$ cat src/rtl/ff_net_core.sv
// Two-layer feed-forward net (inputs -> hidden -> outputs) with hard-sigmoid activations behind a register bus.
// Optional FF_NET_READBACK_EN makes weights and input registers readable over the bus.
module ff_net_core #(
   parameter int LENGHT_I   = 2,
   parameter int LENGHT_MID = 2,
   parameter int LENGHT_O   = 2,
   parameter int WIDTH      = 4,
   parameter int WIDTH_I    = 1,
   parameter int RANGE_SIGM = 16,
   parameter int WIDTH_MID  = $clog2(RANGE_SIGM),
   parameter int WIDTH_O    = $clog2(RANGE_SIGM),
   parameter int WIDTH_W    = 4,
   parameter int WIDTH_ADDR = $clog2(LENGHT_I*LENGHT_MID + LENGHT_MID*LENGHT_O + LENGHT_I + LENGHT_O + 3)
) (
   input  logic                                clk,
   input  logic                                reset,
   input  logic [WIDTH-1:0]                    in_d,
   input  logic [WIDTH_ADDR-1:0]               address,
   input  logic                                read,
   input  logic                                write,
   output logic [WIDTH-1:0]                    out_d,
   output logic                                ready,
   output logic                                down,
   output logic [LENGHT_I-1:0][WIDTH_I-1:0]    reg_i,
   output logic [LENGHT_MID-1:0][WIDTH_MID-1:0] mid_neiron,
   output logic [LENGHT_O-1:0][WIDTH_O-1:0]    reg_o
);

   localparam int NW1    = LENGHT_I * LENGHT_MID;
   localparam int NW2    = LENGHT_MID * LENGHT_O;
   localparam int NW     = NW1 + NW2;
   localparam int A_CTRL = NW;
   localparam int A_IN   = NW + 1;
   localparam int A_RUN  = NW + LENGHT_I + 1;
   localparam int A_OUT  = A_RUN + 1;
   localparam int A_STAT = A_OUT + LENGHT_O;
   localparam int LMAX   = (LENGHT_I > LENGHT_MID) ? LENGHT_I : LENGHT_MID;
   localparam int XW     = (WIDTH_I > WIDTH_MID) ? WIDTH_I : WIDTH_MID;
   // Sum width covers the largest product times the longest fan-in plus the bias headroom.
   localparam int SW     = WIDTH_W + XW + $clog2(LMAX) + 3;
   localparam int SIG_W  = $clog2(RANGE_SIGM);
   localparam logic signed [SW-1:0] HALF = SW'(RANGE_SIGM / 2);
   localparam logic signed [SW-1:0] MAXV = SW'(RANGE_SIGM - 1);

   typedef enum logic [1:0] {S_IDLE, S_CALC_MID, S_CALC_OUT, S_DONE} state_t;

   state_t                                state_q, state_d;
   logic [WIDTH_W-1:0]                    w1_q [NW1];
   logic [WIDTH_W-1:0]                    w1_d [NW1];
   logic [WIDTH_W-1:0]                    w2_q [NW2];
   logic [WIDTH_W-1:0]                    w2_d [NW2];
   logic [LENGHT_I-1:0][WIDTH_I-1:0]      reg_i_q, reg_i_d;
   logic [LENGHT_MID-1:0][WIDTH_MID-1:0]  mid_q, mid_d, mid_calc;
   logic [LENGHT_O-1:0][WIDTH_O-1:0]      reg_o_q, reg_o_d, out_calc;
   logic                                  armed_q, armed_d;
   logic                                  down_q, down_d;
   logic [WIDTH-1:0]                      out_d_q, out_d_d;
   logic [WIDTH-1:0]                      rd_data;
   logic                                  busy, wr_en, run_acc;
   int                                    addr_i;

   function automatic logic [SIG_W-1:0] hsig(input logic signed [SW-1:0] s);
      logic signed [SW-1:0] t;
      t = s + HALF;
      if (t < 0)
         return '0;
      else if (t > MAXV)
         return SIG_W'(MAXV);
      else
         return t[SIG_W-1:0];
   endfunction

   function automatic logic signed [SW-1:0] sext_w(input logic [WIDTH_W-1:0] w);
      return {{(SW-WIDTH_W){w[WIDTH_W-1]}}, w};
   endfunction

   genvar gi;
   generate
      for (gi = 0; gi < LENGHT_MID; gi++) begin : g_mid
         logic signed [SW-1:0] acc;
         always_comb begin
            acc = '0;
            for (int i = 0; i < LENGHT_I; i++)
               acc = acc + sext_w(w1_q[gi*LENGHT_I + i]) * $signed({{(SW-WIDTH_I){1'b0}}, reg_i_q[i]});
         end
         assign mid_calc[gi] = WIDTH_MID'(hsig(acc));
      end
      for (gi = 0; gi < LENGHT_O; gi++) begin : g_out
         logic signed [SW-1:0] acc;
         logic signed [SW-1:0] scaled;
         always_comb begin
            acc = '0;
            for (int j = 0; j < LENGHT_MID; j++)
               acc = acc + sext_w(w2_q[gi*LENGHT_MID + j]) * $signed({{(SW-WIDTH_MID){1'b0}}, mid_q[j]});
         end
         // Hidden activations carry a scale of RANGE_SIGM, removed before the output sigmoid.
         assign scaled        = acc >>> WIDTH_MID;
         assign out_calc[gi]  = WIDTH_O'(hsig(scaled));
      end
   endgenerate

   assign busy    = (state_q == S_CALC_MID) || (state_q == S_CALC_OUT);
   assign addr_i  = int'(address);
   assign wr_en   = write && !busy;
   assign run_acc = wr_en && (addr_i == A_RUN) && in_d[0] && armed_q;

   always_comb begin
      w1_d    = w1_q;
      w2_d    = w2_q;
      reg_i_d = reg_i_q;
      armed_d = armed_q;
      down_d  = down_q;
      state_d = state_q;
      mid_d   = mid_q;
      reg_o_d = reg_o_q;
      if (wr_en) begin
         for (int n = 0; n < NW1; n++)
            if (addr_i == n) w1_d[n] = WIDTH_W'(in_d);
         for (int n = 0; n < NW2; n++)
            if (addr_i == NW1 + n) w2_d[n] = WIDTH_W'(in_d);
         if (addr_i == A_CTRL) armed_d = in_d[0];
         for (int i = 0; i < LENGHT_I; i++) begin
            if (addr_i == A_IN + i) begin
               reg_i_d[i] = in_d[WIDTH_I-1:0];
               down_d     = 1'b0;
            end
         end
      end
      case (state_q)
         S_CALC_MID: begin
            mid_d   = mid_calc;
            state_d = S_CALC_OUT;
         end
         S_CALC_OUT: begin
            reg_o_d = out_calc;
            down_d  = 1'b1;
            state_d = S_DONE;
         end
         default: begin
            if (run_acc) begin
               down_d  = 1'b0;
               state_d = S_CALC_MID;
            end
         end
      endcase
   end

   always_comb begin
      rd_data = '0;
`ifdef FF_NET_READBACK_EN
      for (int n = 0; n < NW1; n++)
         if (addr_i == n) rd_data = WIDTH'(w1_q[n]);
      for (int n = 0; n < NW2; n++)
         if (addr_i == NW1 + n) rd_data = WIDTH'(w2_q[n]);
      for (int i = 0; i < LENGHT_I; i++)
         if (addr_i == A_IN + i) rd_data = WIDTH'(reg_i_q[i]);
`endif
      for (int k = 0; k < LENGHT_O; k++)
         if (addr_i == A_OUT + k) rd_data = WIDTH'(reg_o_q[k]);
      if (addr_i == A_STAT) rd_data = WIDTH'({down_q, ready});
      out_d_d = read ? rd_data : out_d_q;
   end

   always_ff @(posedge clk) begin
      if (!reset) begin
         state_q <= S_IDLE;
         for (int n = 0; n < NW1; n++) w1_q[n] <= '0;
         for (int n = 0; n < NW2; n++) w2_q[n] <= '0;
         reg_i_q <= '0;
         mid_q   <= '0;
         reg_o_q <= '0;
         armed_q <= 1'b0;
         down_q  <= 1'b0;
         out_d_q <= '0;
      end else begin
         state_q <= state_d;
         for (int n = 0; n < NW1; n++) w1_q[n] <= w1_d[n];
         for (int n = 0; n < NW2; n++) w2_q[n] <= w2_d[n];
         reg_i_q <= reg_i_d;
         mid_q   <= mid_d;
         reg_o_q <= reg_o_d;
         armed_q <= armed_d;
         down_q  <= down_d;
         out_d_q <= out_d_d;
      end
   end

   assign ready      = armed_q && !busy;
   assign down       = down_q;
   assign out_d      = out_d_q;
   assign reg_i      = reg_i_q;
   assign mid_neiron = mid_q;
   assign reg_o      = reg_o_q;

endmodule

$ cat config.mk
export PLATFORM = sky130hd
export DESIGN_NAME = ff_net_core
export DESIGN_NICKNAME = d
export VERILOG_FILES = /design/src/rtl/ff_net_core.sv
export SDC_FILE = /design/constraint.sdc
export NUM_CORES = 1
export LEC_CHECK = 0
export CAP_MARGIN = 40
export CORE_ASPECT_RATIO = 1.1
export CORE_MARGIN = 2
export CORE_UTILIZATION = 25
export DETAILED_ROUTE_END_ITERATION = 8
export PLACE_DENSITY = 0.43
export SLEW_MARGIN = 25
export SYNTH_ARGS = -nofsm -noshare
export SYNTH_HDL_FRONTEND = slang
export SYNTH_SLANG_ARGS = --single-unit
$ cat constraint.sdc
create_clock -name clk -period 13.5 [get_ports clk]
set_input_delay 2.7 -clock clk [delete_from_list [all_inputs] [get_ports clk]]
set_output_delay 2.7 -clock clk [all_outputs]
set_load 0.01 [all_outputs]
After elaboration in Yosys (flattened, before gate mapping)
Index checks and enable logic that the tools add are counted.
- bits in registers: 58
- add/subtract/negate cells: 8
- multiply operators: 8
- $lt $le $gt $ge: 8
- eq/ne operators: 16
- multiplexer cells: 18
- reduce and logical (&&, ||, !) cells: 20
- operators with widths (operator ; count):
    4-bit two-way mux ; 11
    4-bit by 5-bit multiplier with 9-bit output ; 4
    4-bit == test, second input constant ; 8
    32-bit logical NOT ; 1
    4-bit by 2-bit multiplier with 6-bit output ; 4
    2-bit AND reduction ; 11
    9-bit by 9-bit adder with 10-bit output ; 2
    7-bit by 5-bit adder with 8-bit output, second input constant ; 2
    4-bit by 3-bit == test with 1-bit output, second input constant ; 4
    8-bit by 5-bit > comparator with 1-bit output, second input constant ; 2
    8-bit by 1-bit less-than comparator with 1-bit output, second input constant ; 2
    6-bit by 5-bit adder with 7-bit output, second input constant ; 2
    6-bit by 6-bit adder with 7-bit output ; 2
    7-bit by 5-bit > comparator with 1-bit output, second input constant ; 2
    7-bit by 1-bit less-than comparator with 1-bit output, second input constant ; 2
    4-bit by 2-bit == test with 1-bit output, second input constant ; 2
    1-bit logical AND ; 5
    1-bit two-way mux ; 4
    2-bit case mux with 2 select lines ; 1
    3-bit nonzero test ; 1
    2-bit by 1-bit == test with 1-bit output, second input constant ; 1
    2-bit == test, second input constant ; 1
    2-bit two-way mux ; 1
    1-bit case mux with 2 select lines ; 1
    other kinds (2) ; 2

Logic depth before layout (Yosys ltp)
- depth after elaboration: 9
- mapped depth: 23
- gate-level depth less buffers: 23

Least setup slack after synthesis
Ideal clock, no wire load.
- kind: flip-flop to flip-flop
- from: register mid_q, in the netlist mid_neiron[6]
- to: register reg_o_q, in the netlist reg_o[7]
- data arrival time: 5160 ps
- setup slack: 8211 ps
- cell stages (with the launch flop): 22
- path through: dfxtp_1 -> clkbuf_1 -> and2_1 -> fa_1 -> fa_1 -> fa_1 -> inv_1 -> fa_1 -> inv_1 -> ha_1 -> o21ai_0 -> a21oi_1 -> mux2i_1 -> and2_1 -> inv_1 -> ha_1 -> xnor2_1 -> or3_1 -> nor3_1 -> and3b_1 -> a311oi_1 -> o31ai_1
- cells in the longest elaborated chain, start to end: 6
- elaborated cells between the ends (all ways): 7
- classes of those cells: add/sub (2); mul (1); order compare (2); mux (2)
- RTL lines (what ; RTL line ; RTL):
    start: declaration ; 53 ; logic [LENGHT_MID-1:0][WIDTH_MID-1:0] mid_q, mid_d, mid_calc;
    start signal: assignment ; 180 ; mid_q <= mid_d;
    4-bit by 5-bit multiplier with 9-bit output * ; 94 ; acc = acc + sext_w(w2_q[gi*LENGHT_MID + j]) * $signed({{(SW-WIDTH_MID){1'b0}}, mid_q[j]});
    9-bit by 9-bit adder with 10-bit output * ; 94 ;
    6-bit by 5-bit adder with 7-bit output * ; 64 ; t = s + HALF;
    7-bit by 5-bit > comparator with 1-bit output ; 67 ; else if (t > MAXV)
    4-bit two-way mux ; 67 ;
    4-bit two-way mux * ; 65 ; if (t < 0)
    end signal: assignment ; 181 ; reg_o_q <= reg_o_d;
    end: declaration ; 54 ; logic [LENGHT_O-1:0][WIDTH_O-1:0] reg_o_q, reg_o_d, out_calc;
Mark *: on every way between the ends. The rest lies on a longest branch, timed or not.
A chain may end at the register's enable or synchronous reset.

Final worst setup path
Same ends and word-level chain as after synthesis.

==> impl_metrics.ini <==
[clock_tree]
cts.repair.resized = 0
clk_pin_slew_ns = 0.06
cts_setup_buffers = 0
clock_latency_ns = 0.34
cts_sinks = 58
cts_max_path_buffers = 2
htreeDepth = 3
cts_made_buffers = 9
root_buffer = clkbuf_16
tritoncts = yes
hold_buffers = 0

[layout]
fillCellCount = 2432
syn_to_final_growth_pct = 16.8
multi_input_area_mm2 = 0.00424
fin_util_pct = 30.0
diodes = 0
nets = 844
register_area_mm2 = 0.00116
layout-drive-gt1-share_pct = 3.62

[routing]
wl_per_cell_um = 14.4
vias_per_cell = 4.43
postRouteAntennaNets = 0
vias = 4513
route.detailed.drc = 0
drt_pass1_iterations = 4
wirelength_um = 14700
drtIter0Drc = 151

[logic_synthesis]
synthTopCellsByArea = dfxtp_1 20%, fa_1 16%, ha_1 15%
syn_nets = 820
yosysUniqueCellTypes = 59
synth_top_cell_by_area = dfxtp_1
syn_inst = 689
syn_area_per_cell_um2 = 8.56
yosysTopAreaCellShare_pct = 19.7
synth_edf_count = 0
yosysSeqAreaShare_pct = 19.7
ys_ff_latch = 58
synth_ff_type = dfxtp_1
syn_area_mm2 = 0.00590
yosys_warnings = 0
synthArstFlopShare_pct = 0

[pwr]
net-switching-power_w = 0.000172
vdd_drop_max_v = 0.0000608
p_leak_nw = 3.16
intPower_w = 0.000413
pwr-share-clk_pct = 46.5
sequentialPowerShare_pct = 33.9
powerDensity_mw_per_mm2 = 84.8
switching_share_pct = 29.4
comb_power_share_pct = 19.6

[global_routing]
grt_start_max_net_pins = 54
first_global_vias = 4607
track_usage_pct = 12.4
grt_pass1_wl_um = 24200
antenna_found_initial = 0
grt-ovfl-total = 0

[timing]
rsz0062_at_grt = false
final.setup.tns_ns = 0
max_freq_ghz = 0.179
slew_headroom_pct = 45.3
drv_slew = 0
layout_min_cycle_time_ns = 5.59
finClkSkew_ns = 0.00923
setup_viol = 0
worst_pin_slew_ns = 0.817
hold_viol = 0
fin_crit_sh_pct = 41.4

[setup_path]
crit_required_ns = 13.70
crit_type = reg2reg
crit_path_start_kind = flip-flop
endpoint_kind = flip-flop
critical-path-slowest-cell = fa_1
r2r_slack_ns = 7.91
max_stage_delay_ns = 0.54
worstReg2RegEnd = reg_o[7]$_SDFFE_PN0P_
crit_family = adder cells
crit_fanout = 10
crit_start = mid_neiron[6]$_SDFFE_PN0P_
crit_buf_inv = 3
arrival_ns = 5.79
ff2ff_path_depth = 20
cp_common_cell = fa_1
crit_chain = and2_1 > fa_1 > fa_1 > fa_1 > inv_1 > fa_1 > inv_1 > ha_1 > o21ai_0 > a21oi_1 > mux2i_1 > and2_1 > inv_1 > ha_1 > xnor2_1 > or3_1 > nor3_1 > and3b_1 > a311oi_1 > o31ai_1
rr_startpoint = mid_neiron[6]$_SDFFE_PN0P_

[floorplanning]
initial_core_util_pct = 25.6
coreArea_mm2 = 0.0230
io_pins = 36
die_y_um = 165
design.die.area_mm2 = 0.0248
die_x_um = 150
rows = 58

[min_path]
holdPathStages = 2
min_path_type = reg2reg
holdCritStartpoint = w1_q[9]$_SDFFE_PN0P_
hold_end = w1_q[9]$_SDFFE_PN0P_

[placed_design]
io_buffers = 35
gp_congestion = 0.778
hpwl_um = 11800

[status]
status = completed

[job]
maxCapViolCount = 0
==> cells by family (layout without fill, tap and decap cells) <==
kind of cell,Yosys count,in the layout,synth area share [%]
AND/OR/NAND/NOR,226,226,20.1
buffers and inverters,131,160,8.48
adder cells (fa/ha/maj),119,119,31.1
AO/OA/AOI/OAI,109,109,13.0
flip-flops,58,58,19.7
multiplexers,34,34,5.90
XOR/XNOR,12,12,1.78
==> cell usage in the layout, fill, tap and decap left out, drive strengths merged, types with 3 or more instances in the layout <==
cell type and n:
nand2b 7, clkinv 3, ha 73, a21oi 16, a31oi 6, a21boi 15
nor2b 32, nand2 59, o31ai 3, or3 4, o41ai 5, xnor2 9
o2bb2ai 3, xor2 3, nor2 33, dfxtp 58, mux2 3, clkbuf 9
nand3 14, inv 108, mux2i 31, a21o 8, o21ai 21, nor3 9
a211oi 3, fa 46, clkdlybuf4s50 35, o21a 6, and2 54, o211ai 3
bufinv 3
==> per-layer routing <==
metal | vias to the layer above | track usage, % | part of all wire (%)
li1 | 2316 | - | -
met1 | 2147 | 16.5 | 48
met2 | 38 | 20.7 | 48
met3 | 12 | 2.09 | 2.1
met4 | 0 | 3.77 | 1.8
met5 | - | 0 | 0
==> sequential cells by signal, indices dropped and copies added (netlist names) <==
register / flops
w1_q: 16
w2_q: 16
mid_neiron: 8
reg_o: 8
out_d: 4
reg_i: 2
state_q: 2
armed_q: 1
down: 1
==> power groups by stage <==
stage	clock network [W]	logic (W)	registers, W
6_report	0.000272	0.000115	0.000198
2_1_floorplan	0	0.0000766	0.000196
5_1_grt	0.000286	0.000128	0.000200
4_1_cts	0.000280	0.000116	0.000199
3_5_place_dp	0	0.000116	0.000202
3_3_place_gp	0	0.000117	0.000202
==> tightest hold or removal path, stage by stage (launching register included) <==
cell	delay, ns
dfxtp_1	0.31
nand2_1	0.04
a21boi_0	0.06
==> worst max-delay path by stage <==
stage / cells past startpoint / to / slack, ns
6_report: 20 / reg_o[7]$_SDFFE_PN0P_ / 7.91
5_1_grt: 20 / reg_o[7]$_SDFFE_PN0P_ / 7.52
4_1_cts: 20 / reg_o[7]$_SDFFE_PN0P_ / 7.91
3_5_place_dp: 20 / reg_o[7]$_SDFFE_PN0P_ / 7.92
3_3_place_gp: 21 / reg_o[7]$_SDFFE_PN0P_ / 7.97
2_1_floorplan: 21 / reg_o[7]$_SDFFE_PN0P_ / 8.21
==> synth_stat cells, drive strengths merged, types with 3 or more instances <==
| library cell | number |
|---|---|
| a211oi | 3 |
| a21boi | 15 |
| a21o | 8 |
| a21oi | 16 |
| a31oi | 6 |
| and2 | 54 |
| clkbuf | 22 |
| dfxtp | 58 |
| fa | 46 |
| ha | 73 |
| inv | 106 |
| mux2 | 3 |
| mux2i | 31 |
| nand2 | 59 |
| nand2b | 7 |
| nand3 | 14 |
| nor2 | 33 |
| nor2b | 32 |
| nor3 | 9 |
| o211ai | 3 |
| o21a | 6 |
| o21ai | 21 |
| o2bb2ai | 3 |
| o31ai | 3 |
| o41ai | 5 |
| or3 | 4 |
| xnor2 | 9 |
| xor2 | 3 |
==> through the flow <==
step	setup slack (ns)	total power (W)	hold slack, ns	std cells	instance area (um^2)
after floorplan	8.21	0.000272	0.439	689	5900
after global placement	7.97	0.000319	0.455	1002	6540
after detailed placement	7.92	0.000318	0.455	1002	6540
after CTS	7.91	0.000595	0.464	1018	6890
after global routing	7.52	0.000615	0.484	1018	6890
final	7.91	0.000585	0.462	1018	6890
==> layout make-up <==
class	count	share of cell area, %
clock buffer	9	3.27
clock inverter	7	1.82
inverter	107	5.83
multi-input combinational	500	61.5
sequential	58	16.8
tap	300	5.45
timing repair buffer	37	5.30
(Power assumes the default switching activity.)
